<file path="config.mk">
export PLATFORM = sky130hd
export DESIGN_NAME = spi_txn_queue
export DESIGN_NICKNAME = d
export VERILOG_FILES = /design/src/rtl/spi_pkg.sv /design/src/rtl/spi_sync_fifo.sv /design/src/rtl/spi_txn_queue.sv
export SDC_FILE = /design/constraint.sdc
export NUM_CORES = 1
export LEC_CHECK = 0
export CORE_UTILIZATION = 45
export CTS_CLUSTER_SIZE = 30
export DETAILED_ROUTE_END_ITERATION = 6
export PLACE_DENSITY = 0.65
export SETUP_SLACK_MARGIN = 0.1
export SYNTH_ARGS = -nofsm -noshare
export SYNTH_HDL_FRONTEND = slang
export SYNTH_HIERARCHICAL = 1
export SYNTH_SLANG_ARGS = --single-unit
</file>
<file path="constraint.sdc">
create_clock -name clk -period 5.3 [get_ports clk]
set_input_delay 1.06 -clock clk [delete_from_list [all_inputs] [get_ports clk]]
set_output_delay 1.06 -clock clk [all_outputs]
set_load 0.03 [all_outputs]
</file>
<file path="src/rtl/spi_pkg.sv">
// spi_pkg: FSM state encoding and default sizing shared by spi_txn_queue and its FIFOs.
package spi_pkg;

   localparam int DEFAULT_DATA_WIDTH = 32;
   localparam int DEFAULT_DEPTH      = 8;

   typedef enum logic [1:0] {
      IDLE,
      START,
      WAIT_LOW,
      WAIT_DONE
   } spi_state_e;

endpackage

</file>
<file path="src/rtl/spi_sync_fifo.sv">
// spi_sync_fifo: single-clock FIFO with a registered head word and a drop flag
// raised when a push is refused because the FIFO is full and nothing is popped.
module spi_sync_fifo
   import spi_pkg::*;
#(
   parameter int DATA_WIDTH = DEFAULT_DATA_WIDTH,
   parameter int DEPTH      = DEFAULT_DEPTH
) (
   input  logic                  clk,
   input  logic                  rst,
   input  logic                  push,
   input  logic [DATA_WIDTH-1:0] push_data,
   input  logic                  pop,
   output logic [DATA_WIDTH-1:0] head,
   output logic                  full,
   output logic                  empty,
   output logic                  drop
);

   localparam int             AW         = $clog2(DEPTH);
   localparam logic [AW:0]    FULL_COUNT = (AW+1)'(DEPTH);

   logic [DATA_WIDTH-1:0] mem_q [DEPTH];
   logic [AW-1:0]         wr_ptr_q, wr_ptr_d;
   logic [AW-1:0]         rd_ptr_q, rd_ptr_d;
   logic [AW:0]           count_q, count_d;
   logic [DATA_WIDTH-1:0] head_q, head_d;
   logic                  push_ok, pop_ok;

   assign full  = (count_q == FULL_COUNT);
   assign empty = (count_q == '0);
   assign head  = head_q;

   // NOTE: every variable gets a default at the top of always_comb so no path can infer a latch.
   always_comb begin
      pop_ok   = pop && !empty;
      push_ok  = push && (!full || pop_ok);
      drop     = push && !push_ok;
      wr_ptr_d = wr_ptr_q + AW'(push_ok);
      rd_ptr_d = rd_ptr_q + AW'(pop_ok);
      count_d  = count_q + (AW+1)'(push_ok) - (AW+1)'(pop_ok);
      head_d   = head_q;
      // The next head is the word being written when the FIFO was empty or about to drain to it.
      if (count_d == '0) begin
         head_d = '0;
      end else if (push_ok && (wr_ptr_q == rd_ptr_d)) begin
         head_d = push_data;
      end else begin
         head_d = mem_q[rd_ptr_d];
      end
   end

   // NOTE: storage is deliberately not reset; the pointers and count alone decide which entries are valid.
   always_ff @(posedge clk) begin
      if (push_ok) begin
         mem_q[wr_ptr_q] <= push_data;
      end
   end

   // NOTE: sequential state uses non-blocking assignments so all flops update from pre-edge values.
   always_ff @(posedge clk or negedge rst) begin
      if (!rst) begin
         wr_ptr_q <= '0;
         rd_ptr_q <= '0;
         count_q  <= '0;
         head_q   <= '0;
      end else begin
         wr_ptr_q <= wr_ptr_d;
         rd_ptr_q <= rd_ptr_d;
         count_q  <= count_d;
         head_q   <= head_d;
      end
   end

endmodule

</file>
<file path="src/rtl/spi_txn_queue.sv">
// spi_txn_queue: TX/RX word queues around an SPI master driver handshake.
// Define SPI_TXN_QUEUE_RX_EN to build the RX FIFO; otherwise received words are discarded.
module spi_txn_queue
   import spi_pkg::*;
#(
   parameter int DATA_WIDTH = DEFAULT_DATA_WIDTH,
   parameter int DEPTH      = DEFAULT_DEPTH
) (
   input  logic                  clk,
   input  logic                  rst,
   input  logic                  wr_en,
   input  logic [DATA_WIDTH-1:0] wr_data,
   output logic                  full,
   input  logic                  rd_en,
   output logic [DATA_WIDTH-1:0] rd_data,
   output logic                  empty,
   output logic                  start_transaction,
   output logic [DATA_WIDTH-1:0] data_in,
   input  logic                  ready,
   input  logic [DATA_WIDTH-1:0] data_out,
   output logic                  busy,
   output logic                  overflow
);

   spi_state_e            state_q, state_d;
   logic                  start_transaction_q, start_transaction_d;
   logic [DATA_WIDTH-1:0] data_in_q, data_in_d;
   logic                  busy_q, busy_d;
   logic                  overflow_q, overflow_d;

   logic                  tx_empty, tx_pop, tx_drop;
   logic [DATA_WIDTH-1:0] tx_head;
   logic                  rx_capture, rx_drop;

   spi_sync_fifo #(.DATA_WIDTH(DATA_WIDTH), .DEPTH(DEPTH)) u_tx_fifo (
      .clk       (clk),
      .rst       (rst),
      .push      (wr_en),
      .push_data (wr_data),
      .pop       (tx_pop),
      .head      (tx_head),
      .full      (full),
      .empty     (tx_empty),
      .drop      (tx_drop)
   );

`ifdef SPI_TXN_QUEUE_RX_EN
   logic unused_rx_full;

   spi_sync_fifo #(.DATA_WIDTH(DATA_WIDTH), .DEPTH(DEPTH)) u_rx_fifo (
      .clk       (clk),
      .rst       (rst),
      .push      (rx_capture),
      .push_data (data_out),
      .pop       (rd_en),
      .head      (rd_data),
      .full      (unused_rx_full),
      .empty     (empty),
      .drop      (rx_drop)
   );
`else
   logic unused_rx;

   assign rd_data   = '0;
   assign empty     = 1'b1;
   assign rx_drop   = 1'b0;
   assign unused_rx = ^{rd_en, data_out, rx_capture};
`endif

   always_comb begin
      state_d    = state_q;
      data_in_d  = data_in_q;
      tx_pop     = 1'b0;
      rx_capture = 1'b0;
      unique case (state_q)
         IDLE: begin
            if (!tx_empty && ready) begin
               tx_pop    = 1'b1;
               data_in_d = tx_head;
               state_d   = START;
            end
         end
         START:     state_d = WAIT_LOW;
         WAIT_LOW:  if (!ready) state_d = WAIT_DONE;
         WAIT_DONE: begin
            if (ready) begin
               rx_capture = 1'b1;
               state_d    = IDLE;
            end
         end
         default:   state_d = IDLE;
      endcase
      // Outputs are registered from the next state so they line up with the state register.
      start_transaction_d = (state_d == START);
      busy_d              = (state_d != IDLE);
      overflow_d          = overflow_q | tx_drop | rx_drop;
   end

   always_ff @(posedge clk or negedge rst) begin
      if (!rst) begin
         state_q             <= IDLE;
         start_transaction_q <= 1'b0;
         data_in_q           <= '0;
         busy_q              <= 1'b0;
         overflow_q          <= 1'b0;
      end else begin
         state_q             <= state_d;
         start_transaction_q <= start_transaction_d;
         data_in_q           <= data_in_d;
         busy_q              <= busy_d;
         overflow_q          <= overflow_d;
      end
   end

   assign start_transaction = start_transaction_q;
   assign data_in           = data_in_q;
   assign busy              = busy_q;
   assign overflow          = overflow_q;

endmodule
</file>
## Yosys cells after proc, flatten, opt, wreduce, memory -nomap -nowiden

Memory sizes are Yosys's and may differ from the RTL's.
Cells that the tools add are included.

| word-level totals | value |
|---|---|
| ROM bits | 0 |
| memories | 1 |
| input port bits | 69 |
| word-level logic and storage cells | 45 |
| register bits after elaboration | 79 |
| bits in latches | 0 |
| memory bits (writable) | 256 |

Memories:

| memory | depth | width | read ports | clocked after Yosys merged registers in | wr ports | RTL line | text |
|---|---|---|---|---|---|---|---|
| u_tx_fifo.mem_q | 8 | 32 | 1 | 0 | 1 | spi_sync_fifo.sv:23 | `logic [DATA_WIDTH-1:0] mem_q [DEPTH];` |

| operators by class | value |
|---|---|
| bitwise logic cells | 1 |
| multiply operators | 0 |
| add/sub/neg operators | 4 |
| shift operators | 0 |
| equal/unequal tests | 6 |
| order comparisons | 0 |
| div/mod/pow operators | 0 |
| reductions and logical operators | 14 |
| muxes and demuxes | 10 |

Operator list:

| operator | number |
|---|---|
| $mux 32 | 2 |
| $logic_not 4->1 | 2 |
| $pmux 2 s4 | 1 |
| $add 3x1->3 | 2 |
| $mux 2 | 3 |
| $logic_and 1x1->1 | 5 |
| $add 4x1->4 | 1 |
| $eq 2x1->1 const B | 2 |
| $eq 2x2->1 const B | 2 |
| $eq 4x4->1 const B | 1 |
| $mux 1 | 4 |
| $sub 4x1->4 | 1 |
| $eq 3x3->1 | 1 |
| $logic_not 1->1 | 3 |
| $logic_not 2->1 | 1 |
| $reduce_and 2->1 | 1 |
| $reduce_bool 2->1 | 1 |
| $logic_or 1x1->1 | 1 |
| $or 1x1->1 | 1 |

## Logic depth before layout (Yosys ltp)

Gate-level depths: netlist of run 1.

| depth | value |
|---|---|
| word-level depth | 12 |
| depth in mapped cells | 17 |

## Modules after synthesis

Netlist of run 1, hierarchy kept.

Modules (own cells, without submodules):

| module | times used | area an instance (um^2) | cells each |
|---|---|---|---|
| spi_sync_fifo | 1 | 11,619.9 | 540 |
| spi_txn_queue | 1 | 1,650.3 | 117 |

## Least setup slack after synthesis of run 1

Ideal clock, no wire load.

| path | value |
|---|---|
| path kind | input-to-reg |
| from | in ready |
| to | mem u_tx_fifo/mem_q[4][0] (netlist name), enable pin |
| buffers on the path | 3 |
| slack | -0.763 ns |
| library setup time | 0.513 ns |
| cell stages on the path | 7 |
| arrival | 5.550 ns |
| path through | nor4b_4 buf_6 nor2b_1 o21ai_2 buf_6 buf_6 nor4b_1 |

| on the way | value |
|---|---|
| word-level cells in the longest chain between the ends | 8 |

Ends and longest elaborated chain:

| what | RTL line | text |
|---|---|---|
| start, declared | spi_txn_queue.sv:19 | `input logic ready,` |
| $logic_and 1x1->1 | spi_txn_queue.sv:77 | `if (!tx_empty && ready) begin` |
| $mux 1 | spi_txn_queue.sv:77 |  |
| $mux 1 | spi_txn_queue.sv:75 | `unique case (state_q)` |
| net tx_pop | spi_txn_queue.sv:31 | `logic tx_empty, tx_pop, tx_drop;` |
| $logic_and 1x1->1 | spi_sync_fifo.sv:36 | `pop_ok = pop && !empty;` |
| $logic_or 1x1->1 | spi_sync_fifo.sv:37 | `push_ok = push && (!full \|\| pop_ok);` |
| $logic_and 1x1->1 | spi_sync_fifo.sv:37 |  |
| $mux 1 | spi_sync_fifo.sv:55 | `if (push_ok) begin` |
| $mux 1 (not written as such) | spi_sync_fifo.sv:56 | `mem_q[wr_ptr_q] <= push_data;` |
| end, declared | spi_sync_fifo.sv:23 |  |

The timed path passes the listed nets, and every way through them passes these cells.

## Final worst setup path of run 1

| path | value |
|---|---|
| from | in ready |
| to | reg u_tx_fifo.head_q[31], in the netlist u_tx_fifo/head[31] |

| on the way | value |
|---|---|
| elaborated cells on any way between the ends | 15 |
| those cells by class | add/sub: 3; eq/ne: 1; mux: 4; reduce/logical: 6; memory: 1 |

RTL lines:

| what | RTL line | text |
|---|---|---|
| $logic_and 1x1->1 (*) | spi_txn_queue.sv:77 |  |
| $mux 1 (*) | spi_txn_queue.sv:77 |  |
| $mux 1 (*) | spi_txn_queue.sv:75 |  |
| $logic_and 1x1->1 (*) | spi_sync_fifo.sv:36 |  |
| $add 3x1->3 (*) | spi_sync_fifo.sv:40 | `rd_ptr_d = rd_ptr_q + AW'(pop_ok);` |
| net u_tx_fifo.rd_ptr_d[1] | spi_sync_fifo.sv:25 | `logic [AW-1:0] rd_ptr_q, rd_ptr_d;` |
| parallel branches: the longest is 2 deep, another holds $mem_v2 8x32 | - |  |
| $mux 32 (*) | spi_sync_fifo.sv:46 | `end else if (push_ok && (wr_ptr_q == rd_ptr_d)) begin` |
| $mux 32 (*) | spi_sync_fifo.sv:44 | `if (count_d == '0) begin` |
| net u_tx_fifo.head_d[31] | spi_sync_fifo.sv:27 | `logic [DATA_WIDTH-1:0] head_q, head_d;` |
| end signal, assigned | spi_sync_fifo.sv:66 | `head_q <= '0;` |
| end signal, assigned | spi_sync_fifo.sv:71 | `head_q <= head_d;` |
| end, declared | spi_sync_fifo.sv:27 |  |

Mark *: on every way through the listed nets, which the timed path passes.
A chain may end at the register's enable or synchronous reset.

==> results.json, run 1 <==
{
  "drive_above_1_share_pct": 24.8,
  "grt_pass1_vias": 6884,
  "status": "complete, no violations",
  "drtIter0Drc": 448,
  "max-cap-violations": 0,
  "holdCritPathClass": "flip-flop to flip-flop",
  "avgRoutedWirePerCell_um": 22.6,
  "path_class": "input pin to flip-flop",
  "layout.nets": 839,
  "ys.flop_type": "edfxtp_1",
  "synth_commonest_cells": "256 x edfxtp_1, 79 x dfrtp_1, 64 x mux4_2",
  "clock-root-buffer": "clkbuf_16",
  "ys.warnings.count": 6,
  "power.leakage_nw": 5.57,
  "setup_violations": 0,
  "final_antenna_net_count": 0,
  "relSlewSlack_pct": 34.5,
  "ctsHoldBuffers": 0,
  "syn_inst": 657,
  "rows": 62,
  "finClkSkew_ns": 0.0107,
  "multi_input_area_sq_mm": 0.00330,
  "setup_tns_ns": 0,
  "hold_ws_ns": 0.461,
  "grt_max_degree": 66,
  "h-tree-depth": 2,
  "drc": 0,
  "die_h_um": 174,
  "fin_crit_sh_pct": 72.8,
  "final_hold_viol_count": 0,
  "reg2reg_slack_ns": 1.76,
  "grt_pass1_wl_mm": 40.8,
  "yosysUniqueCellTypes": 42,
  "synth_area_leaders": "edfxtp_1 58%, dfrtp_1 15%, mux4_2 11%",
  "totalWireLength_mm": 26.5,
  "clkSlewWorstSetupHoldPaths_ns": 0.06,
  "ys_seq_area_share_pct": 72.8,
  "gr-total-overflow": 0,
  "cts_buffers": 35,
  "fp.coreArea_sq_mm": 0.0289,
  "synth_top_area_share_pct": 57.9,
  "postCtsSetupBuffers": 0,
  "maxSlewViolCount": 0,
  "synthArstFlopShare_pct": 23.6,
  "worstMarginPinSlew_ns": 0.983,
  "finalPower_mw": 9.63,
  "grt_use_total_pct": 18.1,
  "dr.pass1.iters": 4,
  "clock_latency_ns": 0.50,
  "yosysMostFrequentCell": "edfxtp_1",
  "crit_required_ns": 5.68,
  "synth-edff-count": 256,
  "dp_hpwl_mm": 14.9,
  "start_util_pct": 46.0,
  "startpoint_type": "input pin",
  "vias": 6405,
  "die-area_sq_mm": 0.0302,
  "ys_ff_latch": 335,
  "grt_setup_unrepaired": "no",
  "die_x_um": 174,
  "cts_max_path_buffers": 3,
  "portBuffers": 71,
  "ir_drop_mv": 0.393,
  "netlist_area_sq_mm": 0.0133,
  "arrival_ns": 4.24,
  "vias_per_cell": 5.47,
  "yosysTopAreaCell": "edfxtp_1",
  "syn_to_final_growth_pct": 17.1,
  "cts_tree": "done",
  "syn_area_per_cell_sq_um": 20.2,
  "ctsResizeCount": 0,
  "fin_crit_ns": 3.86,
  "power_density_mw_per_mm2": 620,
  "worstPathMaxFanout": 65,
  "regArea_sq_mm": 0.00966,
  "clock-sinks": 335,
  "antenna_found_initial": 1,
  "cp-end-kind": "flip-flop",
  "pin_count": 138,
  "timing.fmax_ghz": 0.259,
  "gp_congestion": 0.746,
  "final_util_pct": 53.8,
  "fill_cells": 2229
}
==> cell type report <==
class | instances | area share [%]
Timing Repair Buffer | 104 | 6.23
Clock inverter | 11 | 0.523
Multi-Input combinational cell | 277 | 21.2
Antenna cell | 1 | 0.0161
Tap cell | 384 | 3.09
Clock buffer | 52 | 6.52
Sequential cell | 335 | 62.2
Inverter | 7 | 0.169
==> kinds of logic after synthesis <==
| kind of cell | count (synthesis) | synth area share [%] |
|---|---|---|
| multiplexers | 130 | 16.1 |
| other | 2 | 0.0566 |
| XOR/XNOR | 7 | 0.622 |
| AO/OA/AOI/OAI | 69 | 3.88 |
| buffers and inverters | 76 | 4.02 |
| flip-flops | 335 | 72.8 |
| AND/OR/NAND/NOR | 28 | 1.46 |
| adder cells (fa/ha/maj) | 10 | 0.999 |
==> per-layer routing <==
layer	up-vias	track usage, %	part of all wire [%]
met5	-	0	0
met4	0	5.04	1.8
met3	43	3.44	6.4
met2	235	31.1	50
met1	3367	23.6	41
li1	2760	-	-
==> worst max-delay path, cell delays in order <==
cell and delay, ns:
clkdlybuf4s50_1 0.54, nor4b_4 0.29, nand2b_1 0.18, inv_1 0.16
ha_4 0.15, ha_2 0.17, buf_4 0.77, mux4_2 0.42
mux2i_1 0.15, o21ai_0 0.15, o211a_1 0.17
==> metrics by stage <==
stage	setup slack [ns]	cell area (sq um)	cells
finish	1.44	15500	1171
global route	1.20	15500	1170
CTS	1.42	15500	1170
detailed placement	0.942	14400	1107
global placement	1.03	14400	1107
floorplan	0.234	13400	688
==> path summary, 6_finish.rpt <==
path,start,to,cells after the start
min in group asynchronous,rst,data_in[1],1
hold / removal,overflow,overflow,1
setup / recovery,ready,u_tx_fifo/head[31],11
hold reg to reg,overflow,overflow,1
max in group asynchronous,rst,u_tx_fifo/head[15],2
setup reg to reg,u_tx_fifo/count_q[2],u_tx_fifo/head[31],13
==> cell usage in the layout (no fill, tap or decap), drive strengths merged, types with 2 or more instances in the layout <==
cell type	count
and3	2
xor2	4
ha	9
nand2b	2
a21oi	2
buf	34
dfrtp	79
nor4b	5
nand2	2
xnor2	2
inv	7
clkbuf	52
mux2	32
mux4	64
nor2	4
conb	33
clkinv	9
nor3	2
clkdlybuf4s50	70
edfxtp	256
nor3b	2
or2	3
mux2i	34
o21ai	33
a21o	2
o211a	32
nor4	2
==> power breakdown <==
part	internal, mW	switching (mW)
clock network	1.37	0.935
logic	1.72	1.90
registers	3.48	0.232
total	6.57	3.07
==> state kept, by name, summed over array words and instances, names as in the netlist <==
name                flops
u_tx_fifo/wr_ptr_q      3
start_transaction       1
overflow                1
u_tx_fifo/head         32
u_tx_fifo/count_q       4
u_tx_fifo/mem_q       256
data_in                32
busy                    1
state_q                 2
u_tx_fifo/rd_ptr_q      3
Note: power is estimated with default switching activity, not from simulation.
==> run 2: changes to the inputs <==
--- a/config.mk
+++ b/config.mk
@@ -8,7 +8,7 @@
 export CORE_UTILIZATION = 45
 export CTS_CLUSTER_SIZE = 30
 export DETAILED_ROUTE_END_ITERATION = 6
-export PLACE_DENSITY = 0.65
+export PLACE_DENSITY = 0.63
 export SETUP_SLACK_MARGIN = 0.1
 export SYNTH_ARGS = -nofsm -noshare
 export SYNTH_HDL_FRONTEND = slang
==> constraint.sdc (replaced) <==
create_clock -name clk -period 3.9 [get_ports clk]
set_input_delay 0.78 -clock clk [delete_from_list [all_inputs] [get_ports clk]]
set_output_delay 0.78 -clock clk [all_outputs]
set_load 0.03 [all_outputs]
==> run 2 against run 1 <==
Register-to-register slack worse by 1.3 ns. Sequential cell count unchanged. Hold slack worse by 0.23 ns. Wire length down 1.6%. Sequential power rose by 36%. Non-clock buffer count increased by 5. Clock skew increased by 0.0093 ns. Count of clock-buffer cells in the layout is 5 lower.
==> results.json, run 2 (same netlist as run 1, synthesis figures left out) <==
{
  "status": "complete, no violations",
  "slowest_delay_ns": 0.50,
  "postCtsSetupBuffers": 0,
  "syn_to_final_growth_pct": 18.4,
  "startpoint_type": "flip-flop",
  "layout.nets": 844,
  "vias": 6328,
  "holdCritPathClass": "input pin to async pin",
  "power.leakage_nw": 5.67,
  "arrival_ns": 3.81,
  "dp_hpwl_mm": 15.0,
  "final_cell_mix": "256 x edfxtp_1, 79 x dfrtp_1, 70 x clkdlybuf4s50_1, 64 x mux4_2, 35 x clkbuf_16",
  "gp_congestion": 0.742,
  "cp_num_buf_inv": 2,
  "cts_tree": "done",
  "vias_per_cell": 5.38,
  "crit_chain": "inv_1, ha_1, and2_1, nor4b_4, nor2b_1, o21ai_4, mux2i_1, ha_1, fa_1, nor4_1, mux2i_4, buf_12, o211a_1",
  "clkSlewWorstSetupHoldPaths_ns": 0.06,
  "clock_latency_ns": 0.53,
  "grt_pass1_wl_mm": 40.3,
  "grt_setup_unrepaired": "no",
  "power_density_mw_per_mm2": 847,
  "die-area_sq_mm": 0.0302,
  "totalWireLength_mm": 26.0,
  "dr.pass1.iters": 6,
  "cts_max_path_buffers": 3,
  "drtIter0Drc": 474,
  "critical_path.top_delay_family": "simple AND/OR/NAND/NOR gates",
  "portBuffers": 71,
  "intPower_mw": 9.06,
  "max-cap-violations": 0,
  "swShare_pct": 31.9,
  "gr-total-overflow": 0,
  "timing.fmax_ghz": 0.293,
  "h-tree-depth": 2,
  "worstPathMaxFanout": 32,
  "rows": 62,
  "finClkSkew_ns": 0.0200,
  "final_common_cell": "edfxtp_1",
  "antenna_cells": 0,
  "fin_crit_ns": 3.41,
  "switchingPower_mw": 4.25,
  "fp.coreArea_sq_mm": 0.0289,
  "comb_power_share_pct": 37.9,
  "avgRoutedWirePerCell_um": 22.1,
  "clock-sinks": 335,
  "crit_top_cell": "ha_1",
  "ctsHoldBuffers": 0,
  "cp-end-kind": "flip-flop",
  "fill_cells": 2190,
  "ctsResizeCount": 0,
  "worstMarginPinSlew_ns": 0.608,
  "final_antenna_net_count": 0,
  "cts_buffers": 35,
  "final_hold_viol_count": 0,
  "largest_reg_flops": 256,
  "antenna_found_initial": 1,
  "drc": 0,
  "largest_register": "u_tx_fifo/mem_q",
  "pin_count": 138,
  "clock-root-buffer": "clkbuf_16",
  "setup_slack_ns": 0.488,
  "slowest_stage": "nor4_1",
  "setup_violations": 0,
  "clkPwrFrac_pct": 24.1,
  "die_x_um": 174,
  "path_class": "flip-flop to flip-flop",
  "maxSlewViolCount": 0,
  "crit_required_ns": 4.30,
  "regArea_sq_mm": 0.00966,
  "start_util_pct": 46.0,
  "fin_crit_sh_pct": 87.5,
  "seqPwrFrac_pct": 38.0,
  "multi_input_area_sq_mm": 0.00333,
  "grt_max_degree": 39,
  "die_h_um": 174,
  "relSlewSlack_pct": 59.5,
  "ir_drop_mv": 0.419,
  "dp_slack_ns": -0.0434,
  "grt_use_total_pct": 17.9,
  "grt_pass1_vias": 6819,
  "setup_tns_ns": 0,
  "drive_above_1_share_pct": 26.0
}
[run 2: worst paths after layout]
path	end	slack [ns]	depth (start not counted)	from
worst max-delay path	u_tx_fifo/head[10]	0.49	13	u_tx_fifo/count_q[2]
max in group asynchronous	data_in[7]	2.93	2	rst
worst min-delay path	u_tx_fifo/head[18]	0.23	1	rst
worst max register to register	u_tx_fifo/head[10]	0.49	13	u_tx_fifo/count_q[2]
min in group clk	overflow	0.47	1	overflow
worst min register to register	overflow	0.47	1	overflow
[run 2: metal layers]
| metal | wire length (um) | track usage, % |
|---|---|---|
| met1 | 10500 | 23.5 |
| met2 | 13100 | 30.5 |
| met3 | 1820 | 3.42 |
| met4 | 591 | 5.30 |
| met5 | 11 | 0 |
[run 2: final cells by class]
cell class                      instances  share of cell area (%)
Timing Repair Buffer                  109                    6.80
Multi-Input combinational cell        277                    21.2
Clock inverter                         17                   0.955
Sequential cell                       335                    61.5
Clock buffer                           47                    6.31
Inverter                                7                   0.167
Tap cell                              384                    3.06
[run 2: power groups by stage]
stage | Clock, mW | Sequential, mW | Combinational (mW)
final | 3.21 | 5.06 | 5.05
after global placement | 0 | 5.08 | 5.03
after detailed placement | 0 | 5.14 | 5.13
after CTS | 3.29 | 5.07 | 5.15
after floorplan | 0 | 5.37 | 3.24
after global routing | 3.43 | 5.14 | 5.44
[run 2: through the flow]
stage / hold slack, ns / utilization (%) / instances / power (mW) / instance area, sq um
2_1_floorplan: 0.439 / - / 688 / 8.61 / 13400
3_3_place_gp: 0.452 / 50.5 / 1112 / 10.1 / 14600
3_5_place_dp: 0.455 / 50.5 / 1112 / 10.3 / 14600
4_1_cts: 0.239 / 54.5 / 1176 / 13.5 / 15700
5_1_grt: 0.255 / 54.5 / 1176 / 14.0 / 15700
6_report: 0.232 / 54.5 / 1176 / 13.3 / 15700
==> run 3: changes to the inputs <==
--- a/config.mk
+++ b/config.mk
@@ -5,10 +5,13 @@
 export SDC_FILE = /design/constraint.sdc
 export NUM_CORES = 1
 export LEC_CHECK = 0
+export CELL_PAD_IN_SITES_DETAIL_PLACEMENT = 0
+export CELL_PAD_IN_SITES_GLOBAL_PLACEMENT = 1
 export CORE_UTILIZATION = 45
 export CTS_CLUSTER_SIZE = 30
 export DETAILED_ROUTE_END_ITERATION = 6
-export PLACE_DENSITY = 0.63
+export GPL_TIMING_DRIVEN = 0
+export PLACE_DENSITY = 0.71
 export SETUP_SLACK_MARGIN = 0.1
 export SYNTH_ARGS = -nofsm -noshare
 export SYNTH_HDL_FRONTEND = slang
==> run 3 against run 2 <==
Hold slack got worse by 0.10 ns. Sequential cell count unchanged. Count of clock-buffer cells in the layout up 5. Clock power rose by 7.2%. Via count is 3.6% higher. Cell count is 5.0% higher. Global-route usage up 1.4 points. Power up 4.5%. Clock skew fell by 0.0022 ns. Critical path type is now input pin to flip-flop. Critical endpoint is now u_tx_fifo/head[26].
==> results.json, run 3 (same netlist as run 1, synthesis figures left out) <==
{
  "grt_pass1_wl_mm": 43.1,
  "dp_hpwl_mm": 17.9,
  "drc": 0,
  "fin_crit_sh_pct": 94.2,
  "die_h_um": 174,
  "clock-root-buffer": "clkbuf_16",
  "antenna_cells": 0,
  "pin_count": 138,
  "startpoint_type": "input pin",
  "relSlewSlack_pct": 29.9,
  "grt_use_total_pct": 19.3,
  "multi_input_area_sq_mm": 0.00334,
  "grt_setup_unrepaired": "no",
  "fin_crit_ns": 3.67,
  "fin_area_sq_mm": 0.0164,
  "layout.nets": 902,
  "syn_to_final_growth_pct": 23.6,
  "setup_tns_ns": 0,
  "cts_tree": "done",
  "finalPower_mw": 13.9,
  "dp.cells": 1162,
  "finClkSkew_ns": 0.0178,
  "portBuffers": 71,
  "holdCritPathClass": "input pin to async pin",
  "regArea_sq_mm": 0.00966,
  "arrival_ns": 4.07,
  "worstMarginPinSlew_ns": 1.05,
  "drive_above_1_share_pct": 31.0,
  "fill_cells": 2181,
  "gp_congestion": 0.716,
  "final_cell_mix": "256 x edfxtp_1, 79 x dfrtp_1, 70 x clkdlybuf4s50_1, 64 x mux4_2, 47 x buf_4",
  "clock_latency_ns": 0.51,
  "vias": 6553,
  "avgRoutedWirePerCell_um": 22.6,
  "crit_required_ns": 4.29,
  "timing.fmax_ghz": 0.272,
  "drtIter0Drc": 568,
  "power.leakage_nw": 6.04,
  "start_util_pct": 46.0,
  "clock-sinks": 335,
  "grt_max_degree": 66,
  "path_class": "input pin to flip-flop",
  "rows": 62,
  "antenna_found_initial": 0,
  "gr-total-overflow": 0,
  "cts_max_path_buffers": 3,
  "die_x_um": 174,
  "fp.coreArea_sq_mm": 0.0289,
  "totalWireLength_mm": 27.9,
  "clkSlewWorstSetupHoldPaths_ns": 0.06,
  "final_common_cell": "edfxtp_1",
  "cts_buffers": 36,
  "cp-end-kind": "flip-flop",
  "largest_register": "u_tx_fifo/mem_q",
  "placed_area_sq_mm": 0.0150,
  "max-cap-violations": 0,
  "ctsHoldBuffers": 0,
  "status": "complete, no violations",
  "worstPathMaxFanout": 10,
  "setup_violations": 0,
  "vias_per_cell": 5.31,
  "largest_reg_flops": 256,
  "final_hold_viol_count": 0,
  "h-tree-depth": 2,
  "instances_no_fill": 1235,
  "power_density_mw_per_mm2": 849,
  "maxSlewViolCount": 0,
  "ir_drop_mv": 0.422,
  "grt_pass1_vias": 7098,
  "final_antenna_net_count": 0,
  "dr.pass1.iters": 4,
  "die-area_sq_mm": 0.0302
}
## run 3: stage by stage
| step | setup slack (ns) | util, % | hold slack (ns) |
|---|---|---|---|
| 2_1_floorplan | -0.272 | - | 0.439 |
| 3_3_place_gp | -3.19 | 50.7 | 0.450 |
| 3_5_place_dp | -1.11 | 52.1 | 0.457 |
| 4_1_cts | 0.129 | 56.6 | 0.124 |
| 5_1_grt | 0.0718 | 56.8 | 0.120 |
| 6_report | 0.225 | 56.8 | 0.129 |
## run 3: worst max-delay path: stages
cell and delay (ns):
clkdlybuf4s50_1 0.54, nor4b_4 0.27, buf_6 0.14, nor2b_2 0.14
o21ai_2 0.09, buf_6 0.16, buf_6 0.17, mux2i_1 0.17
ha_2 0.22, fa_2 0.49, nor4b_4 0.28, mux2i_2 0.09
buf_4 0.18, buf_6 0.16, o211a_1 0.15
## run 3: final timing paths
kind / startpoint / endpoint / slack (ns) / cells after the start
worst min register to register: overflow / overflow / 0.46 / 1
worst max-delay path: ready / u_tx_fifo/head[26] / 0.23 / 15
worst max register to register: u_tx_fifo/count_q[2] / u_tx_fifo/head[26] / 0.25 / 17
min in group clk: overflow / overflow / 0.46 / 1
worst min-delay path: rst / u_tx_fifo/head[29] / 0.13 / 1
max in group asynchronous: rst / data_in[17] / 3.14 / 2
## run 3: routing by layer
| layer | GRT usage [%] | part of all wire (%) |
|---|---|---|
| met1 | 24.9 | 42 |
| met2 | 34.0 | 52 |
| met3 | 3.05 | 4.3 |
| met4 | 5.19 | 1.8 |
| met5 | 0 | 0 |
## run 3: power by group
part,internal [mW],leakage [nW],switching (mW),total (mW)
registers,4.72,3.26,0.269,4.99
logic,2.62,2.18,2.86,5.48
clock network,2.10,0.608,1.34,3.44
## run 3: cell type report
cell class / instances / area share, %
Inverter: 7 / 0.160
Clock inverter: 14 / 0.977
Sequential cell: 335 / 58.9
Multi-Input combinational cell: 277 / 20.4
Clock buffer: 52 / 6.49
Buffer: 69 / 3.23
Tap cell: 384 / 2.93
Timing Repair Buffer: 97 / 6.91
## run 3: timing repair
action	in CTS	in global routing
gates resized for setup	9	14
endpoints found under the setup margin	109	32
pin swaps	0	6
buffers inserted	4	3
